--- config.mk ---
export PLATFORM = sky130hd
export DESIGN_NAME = npc_lsu_hs
export DESIGN_NICKNAME = d
export VERILOG_FILES = /design/src/rtl/npc_lsu_pkg.sv /design/src/rtl/npc_lsu_align.sv /design/src/rtl/npc_lsu_hs.sv
export SDC_FILE = /design/constraint.sdc
export NUM_CORES = 1
export LEC_CHECK = 0
export ABC_AREA = 1
export ABC_CLOCK_PERIOD_IN_PS = 3200
export CAP_MARGIN = 20
export CELL_PAD_IN_SITES_DETAIL_PLACEMENT = 2
export CELL_PAD_IN_SITES_GLOBAL_PLACEMENT = 2
export CORE_UTILIZATION = 23
export CTS_CLUSTER_DIAMETER = 120
export CTS_CLUSTER_SIZE = 40
export DETAILED_ROUTE_END_ITERATION = 6
export GPL_TIMING_DRIVEN = 0
export PLACE_DENSITY = 0.8
export SLEW_MARGIN = 20
export SYNTH_ARGS = -nofsm -noshare
export SYNTH_HDL_FRONTEND = slang
export SYNTH_HIERARCHICAL = 1
export SYNTH_SLANG_ARGS = --single-unit
--- constraint.sdc ---
create_clock -name clk -period 3.2 [get_ports clk]
set_clock_uncertainty 0.1 [all_clocks]
set_input_delay 0.8 -clock clk [delete_from_list [all_inputs] [get_ports clk]]
set_output_delay 0.8 -clock clk [all_outputs]
set_load 0.1 [all_outputs]
--- src/rtl/npc_lsu_pkg.sv ---
// npc_lsu_pkg: shared types and helpers for the NPC load/store unit.
//   size_e        : access size encoding (byte/half/word/double)
//   state_e       : LSU handshake FSM states
//   is_misaligned : 1 when the low address bits are not a multiple of the size
//   size_bytes    : number of bytes touched by an access of the given size
package npc_lsu_pkg;

  typedef enum logic [1:0] {
    SZ_B = 2'd0,
    SZ_H = 2'd1,
    SZ_W = 2'd2,
    SZ_D = 2'd3
  } size_e;

  typedef enum logic [1:0] {
    IDLE = 2'd0,
    REQ  = 2'd1,
    WAIT = 2'd2,
    RESP = 2'd3
  } state_e;

  // Only the three low address bits matter for any legal access size.
  function automatic logic is_misaligned(input logic [2:0] addr_lo, input logic [1:0] size);
    case (size_e'(size))
      SZ_B:    return 1'b0;
      SZ_H:    return addr_lo[0];
      SZ_W:    return |addr_lo[1:0];
      default: return |addr_lo;
    endcase
  endfunction

  function automatic logic [3:0] size_bytes(input logic [1:0] size);
    return 4'd1 << size;
  endfunction

endpackage

--- src/rtl/npc_lsu_align.sv ---
// npc_lsu_align: combinational lane logic for the LSU.
//   addr_lo_i   : byte offset of the access within the aligned XLEN word
//   size_i      : access size (size_e encoding)
//   unsigned_i  : zero-extend instead of sign-extend the load result
//   wdata_i     : right-aligned store data
//   rdata_i     : full aligned word returned by memory
//   wmask_o     : byte strobes for a store of this size at this lane
//   wdata_o     : low 2^size bytes of wdata_i replicated across all lanes
//   rdata_o     : selected lane, sign- or zero-extended to XLEN
module npc_lsu_align
  import npc_lsu_pkg::*;
#(
  parameter  int XLEN = 32,
  localparam int NB   = XLEN / 8,
  localparam int LW   = $clog2(NB)
) (
  input  logic [LW-1:0]   addr_lo_i,
  input  logic [1:0]      size_i,
  input  logic            unsigned_i,
  input  logic [XLEN-1:0] wdata_i,
  input  logic [XLEN-1:0] rdata_i,
  output logic [NB-1:0]   wmask_o,
  output logic [XLEN-1:0] wdata_o,
  output logic [XLEN-1:0] rdata_o
);

  logic [3:0]      nbytes;
  logic [NB-1:0]   ones;
  logic [XLEN-1:0] shifted;
  logic [XLEN-1:0] low_mask;
  logic            sign;

  // Write strobes: a contiguous run of nbytes ones shifted to the lane.
  // Aligned accesses never shift ones past the top lane.
  always_comb begin
    nbytes  = size_bytes(size_i);
    ones    = (32'(nbytes) >= NB) ? '1 : ((NB'(1) << nbytes) - NB'(1));
    wmask_o = ones << addr_lo_i;
  end

  always_comb begin
    wdata_o = wdata_i;
    case (size_e'(size_i))
      SZ_B:    wdata_o = {NB{wdata_i[7:0]}};
      SZ_H:    wdata_o = {(NB/2){wdata_i[15:0]}};
      SZ_W:    wdata_o = {(NB/4){wdata_i[31:0]}};
      default: wdata_o = wdata_i;
    endcase
  end

  // Load path: bring the addressed lane down to bit 0, keep the access
  // width and fill the rest with the sign bit (or zeros when unsigned).
  always_comb begin
    shifted  = rdata_i >> {addr_lo_i, 3'b000};
    low_mask = '1;
    sign     = 1'b0;
    case (size_e'(size_i))
      SZ_B: begin
        low_mask = XLEN'(8'hFF);
        sign     = shifted[7];
      end
      SZ_H: begin
        low_mask = XLEN'(16'hFFFF);
        sign     = shifted[15];
      end
      SZ_W: begin
        low_mask = XLEN'(32'hFFFF_FFFF);
        sign     = shifted[31];
      end
      default: begin
        low_mask = '1;
        sign     = 1'b0;
      end
    endcase
    rdata_o = (shifted & low_mask) | ({XLEN{sign & ~unsigned_i}} & ~low_mask);
  end

endmodule

--- src/rtl/npc_lsu_hs.sv ---
// npc_lsu_hs: load/store unit with a valid/ready handshake toward memory.
//   clk, rst            : clock, synchronous active-low reset
//   req_*               : EXU request (store flag, size, unsigned, address, data)
//   resp_*              : EXU response (extended load data, error flag)
//   mem_req_*, mem_wen, mem_addr, mem_wdata, mem_wmask : aligned memory request
//   mem_resp_*, mem_rdata                              : memory response / write-ack
//
// Handshake rule on every channel: a transfer happens at a rising clk edge
// where valid and ready are both 1; once valid is raised, valid and its
// payload stay unchanged until that transfer (the only exception is an
// abandoned memory request on timeout or reset).
//
// Flow: IDLE accepts one request; a misaligned or illegal-size request goes
// straight to RESP with an error. Otherwise REQ presents the aligned memory
// request, WAIT takes the response or write-ack, and RESP holds the result
// until the EXU takes it. A timeout counter covers REQ+WAIT; if memory already
// owes us a response when the timeout fires, the drain flag swallows it later.
module npc_lsu_hs
  import npc_lsu_pkg::*;
#(
  parameter  int XLEN    = 32,
  parameter  int TIMEOUT = 256,
  localparam int NB      = XLEN / 8
) (
  input  logic            clk,
  input  logic            rst,
  input  logic            req_valid,
  output logic            req_ready,
  input  logic            req_wen,
  input  logic [1:0]      req_size,
  input  logic            req_unsigned,
  input  logic [XLEN-1:0] req_addr,
  input  logic [XLEN-1:0] req_wdata,
  output logic            resp_valid,
  input  logic            resp_ready,
  output logic [XLEN-1:0] resp_rdata,
  output logic            resp_err,
  output logic            mem_req_valid,
  input  logic            mem_req_ready,
  output logic            mem_wen,
  output logic [XLEN-1:0] mem_addr,
  output logic [XLEN-1:0] mem_wdata,
  output logic [NB-1:0]   mem_wmask,
  input  logic            mem_resp_valid,
  output logic            mem_resp_ready,
  input  logic [XLEN-1:0] mem_rdata
);

  localparam int             LW      = $clog2(NB);
  localparam int             CW      = (TIMEOUT > 1) ? $clog2(TIMEOUT) : 1;
  localparam logic [CW-1:0]  TO_LAST = CW'(TIMEOUT - 1);

  state_e          state_q;
  logic [CW-1:0]   cnt_q;
  logic            drain_q;
  logic            wen_q;
  logic [1:0]      size_q;
  logic            uns_q;
  logic [XLEN-1:0] addr_q;
  logic [XLEN-1:0] wdata_q;
  logic [XLEN-1:0] rdata_q;
  logic            err_q;

  logic            in_idle, in_req, in_wait, in_resp;
  logic            accept;
  logic            bad_req;
  logic            timeout_hit;
  logic [NB-1:0]   al_wmask;
  logic [XLEN-1:0] al_wdata;
  logic [XLEN-1:0] al_rdata;

  npc_lsu_align #(.XLEN(XLEN)) u_align (
    .addr_lo_i  (addr_q[LW-1:0]),
    .size_i     (size_q),
    .unsigned_i (uns_q),
    .wdata_i    (wdata_q),
    .rdata_i    (mem_rdata),
    .wmask_o    (al_wmask),
    .wdata_o    (al_wdata),
    .rdata_o    (al_rdata)
  );

  assign in_idle = (state_q == IDLE);
  assign in_req  = (state_q == REQ);
  assign in_wait = (state_q == WAIT);
  assign in_resp = (state_q == RESP);

  // Every handshake output is gated by rst so the interface is quiet for
  // the whole time reset is held, not just after the first reset edge.
  assign req_ready      = rst && in_idle && !drain_q;
  assign mem_req_valid  = rst && in_req;
  assign mem_resp_ready = rst && (in_wait || (drain_q && (in_idle || in_resp)));
  assign resp_valid     = rst && in_resp;

  assign mem_wen    = mem_req_valid && wen_q;
  assign mem_addr   = mem_req_valid ? {addr_q[XLEN-1:LW], {LW{1'b0}}} : '0;
  assign mem_wdata  = mem_wen ? al_wdata : '0;
  assign mem_wmask  = mem_wen ? al_wmask : '0;
  assign resp_rdata = resp_valid ? rdata_q : '0;
  assign resp_err   = resp_valid && err_q;

  assign accept      = req_valid && req_ready;
  assign bad_req     = is_misaligned(req_addr[2:0], req_size) ||
                       ((XLEN == 32) && (req_size == 2'd3));
  assign timeout_hit = (TIMEOUT != 0) && (cnt_q == TO_LAST);

  always_ff @(posedge clk) begin
    if (!rst) begin
      state_q <= IDLE;
      cnt_q   <= '0;
      drain_q <= 1'b0;
      wen_q   <= 1'b0;
      size_q  <= 2'd0;
      uns_q   <= 1'b0;
      addr_q  <= '0;
      wdata_q <= '0;
      rdata_q <= '0;
      err_q   <= 1'b0;
    end else begin
      // The late response of a timed-out access is swallowed here.
      if (drain_q && mem_resp_valid && mem_resp_ready) begin
        drain_q <= 1'b0;
      end

      case (state_q)
        IDLE: begin
          if (accept) begin
            wen_q   <= req_wen;
            size_q  <= req_size;
            uns_q   <= req_unsigned;
            addr_q  <= req_addr;
            wdata_q <= req_wdata;
            if (bad_req) begin
              state_q <= RESP;
              rdata_q <= '0;
              err_q   <= 1'b1;
            end else begin
              state_q <= REQ;
              cnt_q   <= '0;
            end
          end
        end

        REQ: begin
          cnt_q <= cnt_q + CW'(1);
          if (timeout_hit) begin
            state_q <= RESP;
            rdata_q <= '0;
            err_q   <= 1'b1;
            // Request handed over on the last cycle: memory still owes a reply.
            if (mem_req_ready) drain_q <= 1'b1;
          end else if (mem_req_ready) begin
            state_q <= WAIT;
          end
        end

        WAIT: begin
          cnt_q <= cnt_q + CW'(1);
          // A response arriving on the timeout cycle still completes normally.
          if (mem_resp_valid) begin
            state_q <= RESP;
            rdata_q <= wen_q ? '0 : al_rdata;
            err_q   <= 1'b0;
          end else if (timeout_hit) begin
            state_q <= RESP;
            rdata_q <= '0;
            err_q   <= 1'b1;
            drain_q <= 1'b1;
          end
        end

        RESP: begin
          if (resp_ready) state_q <= IDLE;
        end

        default: state_q <= IDLE;
      endcase
    end
  end

endmodule

==> flow_summary.toml <==
[cts]
clk_path_buf_depth = 2
clock-sinks = 112
ctsHoldBuffers = 0
insertion_delay_ns = 0.37
cts_buffers = 9
cts_root_buf = "clkbuf_16"
cts_tree = "done"
path_clk_slew_ns = 0.10
htree_levels = 3

[power_and_ir_drop]
combPwrFrac_pct = 41.3
p_leak_uw = 0.00400
pwr-share-seq_pct = 33.7
peakVddDrop_mv = 0.252
clkPwrFrac_pct = 25.0
netSwitchingFraction_pct = 44.5
internal_power_uw = 2730
p_sw_uw = 2190
power_density_nw_per_um2 = 493

[critical_path]
timing.rr.start = "state_q[0]$_SDFFE_PN0P_"
crit_cells = 12
crit_buf_inv = 6
critical_path.startpoint = "size_q[1]$_SDFFE_PN0P_"
critPathTopFamily = "buffers and inverters"
cp_slowest_stage_delay_ns = 0.34
regToRegSetupSlack_ns = 0.67
required_ns = 2.30
reg2reg_depth = 9
path_max_fanout = 10
end_kind = "output pin"
crit_chain = "buf_6 -> nor2_4 -> inv_2 -> buf_8 -> ha_4 -> nand2_1 -> o21ai_0 -> a32o_1 -> inv_1 -> inv_1 -> nor2_4 -> buf_12"
setup.worst_path.start_class = "flip-flop"
worst-endpoint-arrival_ns = 2.20
crit_type = "flip-flop to output pin"
slowest_stage = "dfxtp_2"

[timing]
fmax_mhz = 323
tightest_slew_ns = 1.00
period_needed_ns = 3.10
fin_tns_setup_ns = 0
period_share_pct = 96.8
hold_slack_ns = 0.366
setup_viol = 0
final_hold_viol_count = 0
worst_slack_ns = 0.101
slew_headroom_pct = 33.3
finalMaxSlewViolations = 0

[synthesis]
ys_seq_area_share_pct = 33.6
ys_warn_count = 6
syn_area_um2 = 6670
syn_area_per_cell_um2 = 5.91
async_flop_share_pct = 0
synth-edff-count = 0
ys.flop_type = "dfxtp_1"
ys_types = 31
yosys-top-cells-area = "dfxtp_1, nand2_1, a21oi_1"
syn_inst = 1128
ys_ff_latch = 112
synth_top_cell_area_share_pct = 33.6
synth_top_area_cell = "dfxtp_1"

[final_layout]
final_util_pct = 35.4
area_growth_pct = 49.5
mostFrequentLayoutCells = "nand2_1, inv_1, a21oi_1"
final_area_um2 = 9980
nNetsFinal = 1464
final_common_cell = "nand2_1"
final_layout_size_suffix_gt1_share_pct = 18.3

[run_status]
status = "completed"

[global_routing]
busiest_layer = "met2"
grt_pass1_wl_mm = 45.9
grt_max_degree = 23
grt_pass1_vias = 8482
grt.total_usage_pct = 20.3
gr-total-overflow = 0
grt_use_met3_pct = 4.49
antenna_found_initial = 3
grtUsageMet2_pct = 36.0
use_met1_pct = 24.6

[floorplanning]
num_rows = 61
die_w_um = 172
die_h_um = 172
initial_core_util_pct = 23.7
core-area_um2 = 28200
dieArea_um2 = 29700
io_pins = 212

[hold_path]
holdCritPathClass = "flip-flop to flip-flop"
min_from = "addr_q[31]$_SDFFE_PN0P_"
hold_depth = 2

[routing]
routedWlPerCell_um = 17.2
vias = 7966
drtAntennaViolNets = 0
routed_wl_mm = 29.8
first_iter_violations = 205
avgViaCountPerCell = 4.59
dr.pass1.iters = 4
drc_errors = 0

[run]
cap_violations = 0

[placement]
place_congestion = 0.912
dpl_cell_area_um2 = 9680
post-place-ws_ns = -1.81
dpl.hpwl_mm = 23.5
io_buffer_count = 209
-- synth_stat cells, drive strengths merged, types with 4 or more instances --
| master | count |
|---|---|
| buf | 23 |
| nand2 | 356 |
| inv | 165 |
| o221ai | 7 |
| nand3 | 57 |
| nand4 | 4 |
| clkbuf | 54 |
| nor2 | 138 |
| o211ai | 6 |
| dfxtp | 112 |
| a21oi | 126 |
| ha | 8 |
| o21ai | 61 |
-- per-layer routing --
layer  wire length (um)  share of wire (%)
met1              13000                 44
met2              14700                 49
met3               1730                5.8
met4                432                1.5
met5                  0                  0
-- per-stage QoR --
step	total power, uW	instances
2_1_floorplan	2990	1129
3_3_place_gp	3610	1716
3_5_place_dp	3690	1716
4_1_cts	4970	1735
5_1_grt	5220	1733
6_report	4920	1734
-- tightest hold or removal path, cell delays in order (launching register included) --
cell and delay, ns:
dfxtp_1 0.31, inv_1 0.06, a21oi_1 0.05
-- cell type report --
type	instances	area, um^2
multi-input combinational	774	3850
clock buffer	9	225
tap	378	473
antenna	1	2.50
timing repair buffer	212	2020
sequential	112	2240
fill	3359	18200
buffer	75	458
clock inverter	7	82.6
inverter	166	628
-- power by group through the flow --
stage | sequential, uW | combinational (uW) | clock (uW)
after floorplan | 1640 | 1340 | 0
after global placement | 1680 | 1940 | 0
after detailed placement | 1680 | 2000 | 0
after CTS | 1650 | 2050 | 1260
after global routing | 1670 | 2240 | 1310
final | 1660 | 2030 | 1230
-- worst paths after layout --
path,end
max,mem_wmask[3]
min,addr_q[31]$_SDFFE_PN0P_
max reg2reg,rdata_q[17]$_SDFFE_PN0P_
min reg2reg,addr_q[31]$_SDFFE_PN0P_
-- cell families (layout without fill, tap and decap cells) --
| family | after synthesis | after routing | synth area share, % |
|---|---|---|---|
| AO/OA/AOI/OAI | 203 | 203 | 16.0 |
| XOR/XNOR | 1 | 1 | 0.131 |
| adder cells (fa/ha/maj) | 8 | 8 | 1.50 |
| buffers and inverters | 243 | 469 | 14.9 |
| flip-flops | 112 | 112 | 33.6 |
| other | 1 | 3 | 0.0562 |
| AND/OR/NAND/NOR | 560 | 560 | 33.8 |
-- sequential cells by signal, summed over array words and instances (netlist names) --
| signal | cells |
|---|---|
| size_q | 2 |
| wen_q | 1 |
| addr_q | 32 |
| uns_q | 1 |
| cnt_q | 8 |
| rdata_q | 32 |
| drain_q | 1 |
| state_q | 2 |
| wdata_q | 32 |
| err_q | 1 |
-- repair_timing --
action / in CTS / in global routing
pin swaps: 1 / 2
buffers inserted: 3 / 0
resized for setup: 563 / 86
endpoints found under the setup margin: 104 / 91
Power figures use the tool's default switching activity.
